--- config.mk ---
export PLATFORM = sky130hd
export DESIGN_NAME = bit32loader_flat
export DESIGN_NICKNAME = d
export VERILOG_FILES = /design/src/rtl/bit32loader_if.sv /design/src/rtl/bit32loader.sv /design/src/flat_wrapper.sv
export SDC_FILE = /design/constraint.sdc
export NUM_CORES = 1
export LEC_CHECK = 0
export ABC_AREA = 1
export CAP_MARGIN = 30
export CELL_PAD_IN_SITES_DETAIL_PLACEMENT = 2
export CELL_PAD_IN_SITES_GLOBAL_PLACEMENT = 2
export CORE_MARGIN = 2
export CORE_UTILIZATION = 36
export CTS_CLUSTER_SIZE = 10
export DETAILED_ROUTE_END_ITERATION = 16
export GPL_ROUTABILITY_DRIVEN = 0
export PLACE_DENSITY_LB_ADDON = 0.1
export SYNTH_ARGS = -nofsm -noshare
export SYNTH_HDL_FRONTEND = slang
export SYNTH_SLANG_ARGS = --single-unit
--- constraint.sdc ---
create_clock -name clk -period 6.85 [get_ports clk]
set_input_delay 0.685 -clock clk [delete_from_list [all_inputs] [get_ports clk]]
set_output_delay 0.685 -clock clk [all_outputs]
set_load 0.01 [all_outputs]
--- src/rtl/bit32loader_if.sv ---
// Front-panel bundle for bit32loader: switch byte, lane select and buttons
// go in; the count, LED byte and done flag come out.
interface bit32loader_if;
    logic [7:0]  sw;
    logic [1:0]  sel;
    logic        wr;
    logic        go;
    logic [31:0] q;
    logic [7:0]  led;
    logic        done;

    modport master (
        output sw, sel, wr, go,
        input  q, led, done
    );

    modport slave (
        input  sw, sel, wr, go,
        output q, led, done
    );
endinterface

--- src/rtl/bit32loader.sv ---
// Byte-wise 32-bit staging loader and prescaled down-counter for the
// 8-switch/8-LED panel; done flags terminal count.
module bit32loader #(
    parameter int unsigned TICK_DIV = 1
) (
    input  logic         clk,
    input  logic         rst,
    bit32loader_if.slave bus
);
    typedef enum logic [1:0] {
        ST_IDLE,
        ST_RUN,
        ST_DONE
    } state_t;

    localparam logic [31:0] PC_LAST = 32'(TICK_DIV - 1);

    state_t      state_q, state_d;
    logic [31:0] stage_q, stage_d;
    logic [31:0] q_q, q_d;
    logic [31:0] pc_q, pc_d;
    logic        done_q, done_d;

    logic        wr_s1_q, wr_s2_q, wr_prev_q;
    logic        go_s1_q, go_s2_q, go_prev_q;
    logic        wr_pulse, go_pulse, tick;
    logic [31:0] view;
    logic [7:0]  led_o;

    function automatic logic [31:0] put_byte(input logic [31:0] word,
                                             input logic [1:0]  lane,
                                             input logic [7:0]  data);
        logic [31:0] r;
        r = word;
        r[{lane, 3'b000} +: 8] = data;
        return r;
    endfunction

    // Buttons are asynchronous levels: synchronize, then edge-detect so a
    // held button yields a single pulse.
    always_ff @(posedge clk or posedge rst) begin
        if (rst) begin
            wr_s1_q   <= 1'b0;
            wr_s2_q   <= 1'b0;
            wr_prev_q <= 1'b0;
            go_s1_q   <= 1'b0;
            go_s2_q   <= 1'b0;
            go_prev_q <= 1'b0;
        end else begin
            wr_s1_q   <= bus.wr;
            wr_s2_q   <= wr_s1_q;
            wr_prev_q <= wr_s2_q;
            go_s1_q   <= bus.go;
            go_s2_q   <= go_s1_q;
            go_prev_q <= go_s2_q;
        end
    end

    assign wr_pulse = wr_s2_q & ~wr_prev_q;
    assign go_pulse = go_s2_q & ~go_prev_q;
    assign tick     = (pc_q == PC_LAST);

    always_comb begin
        state_d = state_q;
        stage_d = stage_q;
        q_d     = q_q;
        pc_d    = pc_q;
        unique case (state_q)
            ST_IDLE: begin
                if (wr_pulse) begin
                    stage_d = put_byte(stage_q, bus.sel, bus.sw);
                end
                if (go_pulse) begin
                    q_d     = stage_q;
                    pc_d    = 32'd0;
                    state_d = (stage_q != 32'd0) ? ST_RUN : ST_DONE;
                end
            end
            ST_RUN: begin
                // An abort outranks a coincident tick, so q is left untouched.
                if (go_pulse) begin
                    pc_d    = 32'd0;
                    state_d = ST_IDLE;
                end else if (tick) begin
                    pc_d = 32'd0;
                    q_d  = q_q - 32'd1;
                    if (q_q == 32'd1) begin
                        state_d = ST_DONE;
                    end
                end else begin
                    pc_d = pc_q + 32'd1;
                end
            end
            ST_DONE: begin
                if (go_pulse) begin
                    q_d     = stage_q;
                    pc_d    = 32'd0;
                    state_d = (stage_q != 32'd0) ? ST_RUN : ST_DONE;
                end else if (wr_pulse) begin
                    stage_d = put_byte(stage_q, bus.sel, bus.sw);
                    state_d = ST_IDLE;
                end
            end
            default: begin
                state_d = ST_IDLE;
            end
        endcase
        done_d = (state_d == ST_DONE);
    end

    always_ff @(posedge clk or posedge rst) begin
        if (rst) begin
            state_q <= ST_IDLE;
            stage_q <= 32'd0;
            q_q     <= 32'd0;
            pc_q    <= 32'd0;
            done_q  <= 1'b0;
        end else begin
            state_q <= state_d;
            stage_q <= stage_d;
            q_q     <= q_d;
            pc_q    <= pc_d;
            done_q  <= done_d;
        end
    end

    // The LEDs show what the operator is editing in IDLE, otherwise the count.
    always_comb begin
        view  = (state_q == ST_IDLE) ? stage_q : q_q;
        led_o = view[{bus.sel, 3'b000} +: 8];
    end

    assign bus.q    = q_q;
    assign bus.led  = led_o;
    assign bus.done = done_q;
endmodule

--- src/flat_wrapper.sv ---
// flat-port wrapper written by rule: the top's interface ports become plain ports
module bit32loader_flat 
#(
    parameter int unsigned TICK_DIV = 1
)
  (clk, rst, bus_sw, bus_sel, bus_wr, bus_go, bus_q, bus_led, bus_done);
  bit32loader_if bus_i ();
  input  logic clk;
  input  logic rst;
  input wire logic [$bits(bus_i.sw)-1:0] bus_sw;
  input wire logic [$bits(bus_i.sel)-1:0] bus_sel;
  input wire logic [$bits(bus_i.wr)-1:0] bus_wr;
  input wire logic [$bits(bus_i.go)-1:0] bus_go;
  output wire logic [$bits(bus_i.q)-1:0] bus_q;
  output wire logic [$bits(bus_i.led)-1:0] bus_led;
  output wire logic [$bits(bus_i.done)-1:0] bus_done;
  assign bus_i.sw = bus_sw;
  assign bus_i.sel = bus_sel;
  assign bus_i.wr = bus_wr;
  assign bus_i.go = bus_go;
  assign bus_q = bus_i.q;
  assign bus_led = bus_i.led;
  assign bus_done = bus_i.done;
  bit32loader #(.TICK_DIV(TICK_DIV)) u_core (.clk(clk), .rst(rst), .bus(bus_i));
endmodule
==> results of run 1 <==
[worst min-delay path by stage]
stage	from	to	slack (ns)	cells after the start
6_report	u_core.go_s1_q	u_core.go_s2_q	0.36	0
5_1_grt	u_core.go_s1_q	u_core.go_s2_q	0.38	0
4_1_cts	u_core.go_s1_q	u_core.go_s2_q	0.37	0
3_5_place_dp	u_core.go_s1_q	u_core.go_s2_q	0.35	0
3_3_place_gp	u_core.wr_s1_q	u_core.wr_s2_q	0.33	0
2_1_floorplan	u_core.go_s1_q	u_core.go_s2_q	0.33	0
[layout make-up]
class | count | area (um^2) | area share
repair buffers | 60 | 618 | 0.0755
clock buffers | 9 | 225 | 0.0275
multi-input cells | 778 | 3730 | 0.456
flip-flops and latches | 105 | 2630 | 0.321
well taps | 265 | 332 | 0.0405
inverters | 151 | 569 | 0.0696
clock inverters | 7 | 77.6 | 0.00948
[cell usage after synthesis]
library cell	instances	share of area
a21oi_1	26	0.018
buf_1	1	0.00053
buf_2	8	0.0056
buf_4	4	0.0042
buf_6	6	0.0095
clkbuf_1	18	0.0095
clkbuf_2	1	0.00070
clkinv_1	2	0.0011
dfrtp_1	105	0.37
ha_1	9	0.016
inv_1	145	0.076
inv_2	4	0.0021
nand2_1	265	0.14
nand2_2	6	0.0053
nand3_1	115	0.081
nand3_2	4	0.0056
nand3_4	1	0.0025
nand3b_1	4	0.0042
nand4_1	37	0.032
nor2_1	118	0.062
nor2_2	2	0.0018
nor2_4	12	0.019
nor3_1	13	0.0091
nor3_4	1	0.0023
nor3b_1	1	0.0011
nor4_1	1	0.00088
o211ai_1	8	0.0084
o21ai_0	128	0.090
o21ai_1	10	0.0070
o21ai_2	1	0.0012
o22ai_1	7	0.0061
o31ai_1	1	0.0011
or2_2	2	0.0018
xor2_1	6	0.0074
[layout by cell type (no fill, tap or decap), drive strengths merged, types with 2 or more instances in the layout]
master / n
nor2: 132
ha: 9
inv: 151
clkdlybuf4s50: 54
nand2: 271
nor3: 14
o21ai: 139
clkbuf: 9
or2: 2
xor2: 6
clkinv: 6
nand4: 37
o22ai: 7
buf: 6
a21oi: 26
o211ai: 8
dfrtp: 105
nand3b: 4
nand3: 120
[critical path: cells and delay by family, from the launching register on]
kind | cells | cell delay [ns]
simple gates | 3 | 0.48
compound gates | 2 | 0.33
flops | 1 | 1.05
buf+inv | 2 | 0.98
[logic make-up after synthesis]
| family | after synthesis |
|---|---|
| AND/OR/NAND/NOR | 582 |
| buffers and inverters | 189 |
| AO/OA/AOI/OAI | 181 |
| flip-flops | 105 |
| adder cells (fa/ha/maj) | 9 |
| XOR/XNOR | 6 |
[routing by layer]
layer  track usage  vias up  routed length [um]
li1              -     3537                   -
met1         0.331     3712               11700
met2         0.537      115               15200
met3        0.0355       44                 680
met4         0.100        0                 947
met5             0        -                   0
[sequential cells by signal, summed over array words and instances, names as in the netlist]
| name | flops |
|---|---|
| u_core.pc_q | 32 |
| u_core.wr_s1_q | 1 |
| u_core.wr_prev_q | 1 |
| u_core.bus.done | 1 |
| u_core.go_prev_q | 1 |
| u_core.wr_s2_q | 1 |
| u_core.bus.q | 32 |
| u_core.state_q | 2 |
| u_core.go_s2_q | 1 |
| u_core.stage_q | 32 |
| u_core.go_s1_q | 1 |
[per-stage QoR]
stage	cells	util
floorplan	1072	-
global placement	1357	0.402
detailed placement	1358	0.404
CTS	1374	0.419
global route	1375	0.420
finish	1375	0.420
[where the power goes]
group / leakage [nW] / total, mW / switching, mW / internal (mW)
Combinational: 2.12 / 1.23 / 0.806 / 0.423
Clock: 0.152 / 0.552 / 0.264 / 0.288
Sequential: 1.38 / 0.950 / 0.206 / 0.744
==> run summary, run 1 <==
detailed-route via count -> 7408
CTS tree -> yes
post-synthesis register bit count -> 105
Fin Hold WS -> 0.361 ns
CP cell instances -> inv_2 > nand2_1 > o21ai_0 > o21ai_0 > nand2_1 > nand2_1 > clkdlybuf4s50_1
Core Region -> 19500 um^2
grt ovf -> 0
Peak Freq -> 0.257 GHz
first-pass GRT wire length -> 45.4 mm
post-synthesis cell type count -> 34
Worst path slowest cell -> dfrtp_2
Post-Synth Adder-Cell Area -> 0.0158
RR Startpoint -> u_core.state_q[0]
pin count of the biggest net entering global routing -> 65
fraction of layout cells with a size suffix above 1 -> 0.0514
Seq/Total Area, Yosys -> 0.368
status -> finished, final reports clean
die area -> 21000 um^2
routed vias/inst -> 5.39
Clock Latency Late Sink -> 0.36 ns
Die Wd -> 145 um
number of global-route vias before repair -> 7958
Syn Area/Cell -> 6.66 um^2
CTS max path bufs -> 2
FF-to-FF path depth -> 6
Placed Instance Area -> 7860 um^2
Pleak -> 3.66 nW
row count -> 51
nets@finish -> 1128
Max-Cap Viols -> 0
fin. max-slew vios -> 0
clk slew on worst S/H paths -> 0.08 ns
Total Routing Usage GR -> 0.285
reg2reg setup slack -> 3.64 ns
# Post-CTS Setup Buffers -> 0
worst reg2reg endpoint -> u_core.pc_q[9]
Post-Route WL -> 28.5 mm
RSZ-0062 raised after global routing -> false
PD cells -> 334 nW/um^2
setup TNS -> 0 ns
drt drc -> 0
hold violation count in the final report -> 0
Max stage delay on crit path -> 1.05 ns
Hold/Removal Path Class -> flop to flop
worst-margin pin slew -> 1.05 ns
Mapped Cells -> 1072
DP Wirelength -> 21.9 mm
Post-Syn Nets -> 1095
CP startpoint kind -> flop
worst setup margin -> 2.96 ns
Port Buffer Count -> 54
Ports -> 55
xor/xnor share of the synthesized area -> 0.00736
VDD IR max -> 0.130 mV
post-synthesis compound-gate area fraction -> 0.132
Pwr Total -> 2.73 mW
Ys Warns -> 0
clk sinks -> 105
Period minus WS final -> 3.89 ns
clk root buf -> clkbuf_16
Setup crit end -> bus_led[2]
mux cell area share after synthesis -> 0
die height -> 145 um
Setup crit start -> u_core.state_q[0]
Final period util -> 0.567
Worst Path Arrival -> 3.20 ns
Layout area overhead -> 14.6%
final setup violation count -> 0
routed len/inst -> 20.7 um
Synth Cell Area -> 7140 um^2
Initial Util -> 0.367
CP Class -> flop to output port
antenna fix cells -> 0
FILL cells -> 2399
CP endpoint kind -> output port
CP dominant cell by count -> nand2_1
DRT antenna net count -> 0
pre-CTS setup slack -> 3.03 ns
violation count after the first detailed-route iteration -> 253
crit-path max FO -> 53
simple logic cell fraction of the synthesized area -> 0.368
H-Tree Depth -> 3
CP required -> 6.16 ns
PostCTS Resize Cnt -> 0
relative max-transition margin -> 0.302
CTS buffer count -> 9
cts-stage hold buffer count -> 0
TritonRoute pass-1 iters -> 5
main combinational cell family by area after synthesis -> simple AND/OR/NAND/NOR gates
antenna violations before repair -> 0
fin area -> 8180 um^2
Setup Skew -> 0.0124 ns
Note: power is estimated with default switching activity, not from simulation.
==> run 2, diff against run 1 <==
--- a/config.mk
+++ b/config.mk
@@ -10,7 +10,7 @@
 export CELL_PAD_IN_SITES_DETAIL_PLACEMENT = 2
 export CELL_PAD_IN_SITES_GLOBAL_PLACEMENT = 2
 export CORE_MARGIN = 2
-export CORE_UTILIZATION = 36
+export CORE_UTILIZATION = 30
 export CTS_CLUSTER_SIZE = 10
 export DETAILED_ROUTE_END_ITERATION = 16
 export GPL_ROUTABILITY_DRIVEN = 0
==> constraint.sdc (replaced) <==
create_clock -name clk -period 3.25 [get_ports clk]
set_input_delay 0.325 -clock clk [delete_from_list [all_inputs] [get_ports clk]]
set_output_delay 0.325 -clock clk [all_outputs]
set_load 0.01 [all_outputs]
==> run 2 against run 1 <==
  * Count of clock-buffer cells in the layout stayed put
  * Sequential power is 110% higher
  * Combinational power is 110% higher
  * Sequential cell count stayed put
  * Global-route usage is 4.3 points lower
  * First-iteration DRC count is 25% higher
  * Wire length is 1.4% higher
  * Sequential share of layout area is 0.44 points lower
  * Critical path depth stayed put
  * Worst setup slack worse by 2.6 ns
  * Worst hold slack worse by 0.076 ns
==> run summary, run 2 (synthesized netlist as in run 1, its figures left out) <==
number of global-route vias before repair -> 7848
DP Wirelength -> 22.5 mm
# Post-CTS Setup Buffers -> 0
row count -> 56
top cell family by delay on the critical path -> buffers and inverters
Period minus WS final -> 2.86 ns
Hold/Removal Path Class -> input port to async pin
CP cell instances -> nor2_4 > buf_4 > a21oi_1 > o21ai_0 > nand3_1 > o21ai_0 > clkdlybuf4s50_1
die area -> 25000 um^2
pre-CTS setup slack -> 0.456 ns
Peak Freq -> 0.349 GHz
grt ovf -> 0
Setup Skew -> 0.0136 ns
final setup violation count -> 0
VDD IR max -> 0.301 mV
CP required -> 2.92 ns
WP buf/inv -> 2
violation count after the first detailed-route iteration -> 315
Worst path slowest cell -> clkdlybuf4s50_1
Core Region -> 23400 um^2
Ports -> 55
PD cells -> 700 nW/um^2
detailed-route via count -> 7299
PostCTS Resize Cnt -> 0
antenna violations before repair -> 0
most common cell after layout, fill and taps aside -> nand2_1
Initial Util -> 0.305
Layout area overhead -> 16.2%
Final period util -> 0.881
Max stage delay on crit path -> 0.59 ns
cts-stage hold buffer count -> 0
H-Tree Depth -> 3
crit-path max FO -> 31
relative max-transition margin -> 0.491
Port Buffer Count -> 54
status -> finished, final reports clean
Layout Utilization -> 0.354
die height -> 158 um
drt drc -> 0
CTS buffer count -> 9
multi-input logic area -> 3730 um^2
hold violation count in the final report -> 0
CP startpoint kind -> flop
CP endpoint kind -> output port
Placed Cells -> 1420
CTS tree -> yes
RSZ-0062 raised after global routing -> false
Clock Latency Late Sink -> 0.37 ns
Die Wd -> 158 um
CTS max path bufs -> 2
fraction of layout cells with a size suffix above 1 -> 0.0573
worst setup margin -> 0.386 ns
routed len/inst -> 20.1 um
fin. max-slew vios -> 0
nets@finish -> 1135
worst-margin pin slew -> 0.762 ns
Worst Path Arrival -> 2.54 ns
CP dominant cell by count -> o21ai_0
commonest non-fill, non-tap cells in the layout -> nand2_1, inv_1, o21ai_0, nor2_1, nand3_1
pin count of the biggest net entering global routing -> 83
first-pass GRT wire length -> 45.7 mm
DRT antenna net count -> 0
Post-Route WL -> 28.9 mm
Pleak -> 3.68 nW
fin cells -> 1436
CP Class -> flop to output port
TritonRoute pass-1 iters -> 4
antenna fix cells -> 0
FILL cells -> 2859
Max-Cap Viols -> 0
register area -> 2630 um^2
clk sinks -> 105
routed vias/inst -> 5.08
clk root buf -> clkbuf_16
Total Routing Usage GR -> 0.243
clk slew on worst S/H paths -> 0.08 ns
setup TNS -> 0 ns
==> run 2: changes by cell type in the layout (fill, tap and decap cells not counted), sizes merged <==
cell      previous run  this run
buf                  6        13
clkinv               6         4
clkinvlp             0         2
==> run 2: worst paths after layout <==
path	start	to	slack [ns]	depth (start not counted)
setup / recovery	u_core.state_q[1]	bus_led[6]	0.39	7
setup reg to reg	u_core.pc_q[0]	u_core.bus.q[6]	0.90	11
max in group asynchronous	rst	u_core.bus.q[17]	2.14	3
hold / removal	rst	u_core.stage_q[26]	0.29	2
min in group clk	u_core.go_s1_q	u_core.go_s2_q	0.36	0
hold reg to reg	u_core.go_s1_q	u_core.go_s2_q	0.36	0
==> run 2: cell type report <==
type	count	area share
inverter	151	0.0686
sequential	105	0.317
tap	319	0.0481
timing repair buffer	67	0.0784
clock buffer	9	0.0272
multi-input combinational	778	0.450
clock inverter	7	0.0109
==> run 2: worst register-to-register path, stage by stage (launching register included) <==
cell and delay [ns]:
dfrtp_1 0.46, inv_1 0.15, ha_1 0.18, nand2_1 0.06
nor2_1 0.10, nand2_1 0.10, nor2_1 0.15, nand3_2 0.12
nand2_2 0.31, buf_4 0.41, o21ai_0 0.15, o21ai_0 0.09
==> run 2: power by group <==
part           total [mW]  switching [mW]  internal [mW]
Sequential           1.96           0.394           1.57
Clock                1.21           0.592          0.616
Combinational        2.64            1.74          0.901
Total                5.81            2.72           3.09
==> run 2: through the flow <==
step	total power, mW	hold WS [ns]	cell area, um^2
after floorplan	3.36	0.331	7140
after global placement	4.56	0.333	7980
after detailed placement	4.64	0.339	7980
after CTS	5.89	0.293	8290
after global routing	6.28	0.312	8290
final	5.81	0.286	8290
==> run 2: per-layer routing <==
| metal | up-vias | share of wire | track usage |
|---|---|---|---|
| li1 | 3550 | - | - |
| met1 | 3631 | 0.42 | 0.284 |
| met2 | 86 | 0.53 | 0.459 |
| met3 | 32 | 0.023 | 0.0261 |
| met4 | 0 | 0.027 | 0.0794 |
| met5 | - | 0 | 0 |
==> run 3, diff against run 2 <==
--- a/config.mk
+++ b/config.mk
@@ -18,3 +18,4 @@
 export SYNTH_ARGS = -nofsm -noshare
 export SYNTH_HDL_FRONTEND = slang
 export SYNTH_SLANG_ARGS = --single-unit
+export TNS_END_PERCENT = 50
==> results of run 3 <==
Same layout as run 2: the final DEF is identical, and so are final timing and power.
==> RTL change: new RTL, settings of run 3 <==
The 3 states of `state_t` get a one-hot encoding in 3 bits.
--- a/src/rtl/bit32loader.sv
+++ b/src/rtl/bit32loader.sv
@@ -9,6 +9,6 @@
 );
-    typedef enum logic [1:0] {
-        ST_IDLE,
-        ST_RUN,
-        ST_DONE
+    typedef enum logic [2:0] {
+        ST_IDLE = 3'b001,
+        ST_RUN  = 3'b010,
+        ST_DONE = 3'b100
     } state_t;
Formal check against the unedited RTL: same outputs for any inputs over 4 cycles, from zero or initial values and one cycle with rst high; so few cycles prove little.
==> RTL change against run 3 <==
Wire length is 6.9% higher; power is 21% higher; sequential share of layout area is 0.74 points lower; core utilization is 0.091 points lower; setup slack worse by 0.11 ns; register-to-register slack better by 0.03 ns; clock skew hardly changed; final area is 3.3% higher; sequential cell count is 1 higher; count of clock-buffer cells in the layout stayed put; synthesized area is 3.3% higher; largest cell class unchanged; largest power group unchanged.
==> RTL change: results (changes against run 3) <==
STA:
- The minimum hold slack is 0.272 ns (-0.0133 ns).
- The worst-case clock skew was 0.0141 ns (+0.000478 ns).
- The slew at the pin closest to its max-slew limit came to 0.597 ns (-0.165 ns).
- The final-report hold violation count is 0 (unchanged).

Setup path:
- In this run the critical register-to-register path is captured at u_core.bus.q[30].
- The worst-case reg-to-reg path depth is 9 (-2).
- The most critical setup path has its startpoint at bus_sel[0].
- The startpoint identified for the worst register-to-register timing path is u_core.state_q[0].
- The data arrival time of the critical path is 2.65 ns (+0.11 ns).
- The maximum fanout along the worst path is 15 (-52%).
- The slack of the worst reg-to-reg path is 0.93 ns (+0.03 ns).

Global route:
- The overall fraction of global-route tracks in use came to 24.7% (+0.49 points).
- The via count of the first global-routing pass is 7905 (+0.73%).
- The global-route track usage on met1 came to 38.8% (+10 points).
- The met2 usage was 36.3% (-9.6 points).
- The fraction of met3 tracks used by global routing is 3.38% (+0.77 points).
- The first-pass GRT wire length is 48600 um (+6.3%).
- The largest net degree at the start of global routing is 68 (-18%).

Drt:
- The initial DRC count came to 429 (+36%).
- The sum of routed wire segments on met1 was 16400 um (+36%).
- The met3 routed wirelength is 1110 um (+64%).
- The detailed-routed wire length on met2 was 13100 um (-15%).
- The number of iterations in the first detailed-routing pass came to 4 (unchanged).
- The routed wire length is 30900 um (+6.9%).
- The vias per cell is 5.09 (+0.16%).

Placement:
- The cell area reported after detailed placement is 8260 um^2 (+3.5%).
- The half-perimeter wire length after detailed placement is 24200 um (+7.5%).
- The total placed cells including tap cells is 1492 (+5.1%).
- The worst-case setup slack after placement is 0.298 ns (-0.158 ns).

Synth:
- Counting instances in the post-synthesis netlist gives the leading cell types as nand2_1 (305), nor2_1 (189), inv_1 (128), dfrtp_1 (105), o21ai_0 (94).
- The sequential element share of the synthesized area was 36.0% (-0.81 points).
- The adder-cell share of the synthesized area came to 1.53% (-0.050 points).
- The synthesized area divided by synthesized cell count came to 6.49 um^2 (-2.5%).
- The count of unique library cells instantiated by Yosys is 37 (+8.8%).
- The xor/xnor cell area share of the yosys netlist is 1.66% (+0.93 points).
- The portion of netlist area occupied by mux cells is 0% (unchanged).

Layout:
- The count of nets after finishing is 1202 (+5.9%).
- The fraction of final layout cells with drive strength greater than 1 is 5.91% (+0.18 points).

Outcome:
- The flow ran to the end, and the final reports show no timing, DRC or antenna violations.

Pwr:
- The switching power as a share of total power is 50.2% (+3.3 points).
- The worst IR drop on VDD came to 0.337 mV (+12%).
- The static leakage is 3.84 nW (+4.2%).
RTL change: cell types whose count changed after synthesis, moves of 11 or more:
| cell | run 3 | this run |
|---|---|---|
| nor2_1 | 118 | 189 |
| nand2_1 | 265 | 305 |
| o21ai_0 | 128 | 94 |
| nand3_1 | 115 | 89 |
| inv_1 | 145 | 128 |
| a21oi_1 | 26 | 39 |
| o21ai_1 | 10 | 23 |
| a31oi_1 | 0 | 11 |
RTL change: power by group through the flow:
stage | combinational (mW) | clock (mW) | sequential [mW]
final | 3.53 | 1.24 | 2.25
after global routing | 3.93 | 1.31 | 2.32
after CTS | 3.54 | 1.29 | 2.25
after global placement | 3.44 | 0 | 2.27
after detailed placement | 3.51 | 0 | 2.27
after floorplan | 2.01 | 0 | 2.11
RTL change: cells by family after synthesis:
kind of cell,Yosys count
and+or+nand+nor,656
buffers and inverters,178
AOI/OAI and AO/OA,173
DFF,106
xor gates and xnor gates,14
adders and majority gates,9
RTL change: worst max path at each step:
stage / endpoint / slack (ns)
2_1_floorplan: u_core.bus.done / 0.14
3_3_place_gp: bus_led[0] / 0.32
3_5_place_dp: bus_led[2] / 0.30
4_1_cts: bus_led[2] / 0.27
5_1_grt: bus_led[0] / 0.12
6_report: bus_led[2] / 0.28
RTL change: layout make-up:
| cell class | instances | area, um^2 |
|---|---|---|
| Tap cell | 324 | 405 |
| Sequential cell | 106 | 2650 |
| Inverter | 141 | 532 |
| Multi-Input combinational cell | 852 | 3990 |
| Timing Repair Buffer | 69 | 678 |
| Clock inverter | 7 | 91.3 |
| Clock buffer | 9 | 225 |
| Fill cell | 2992 | 15700 |
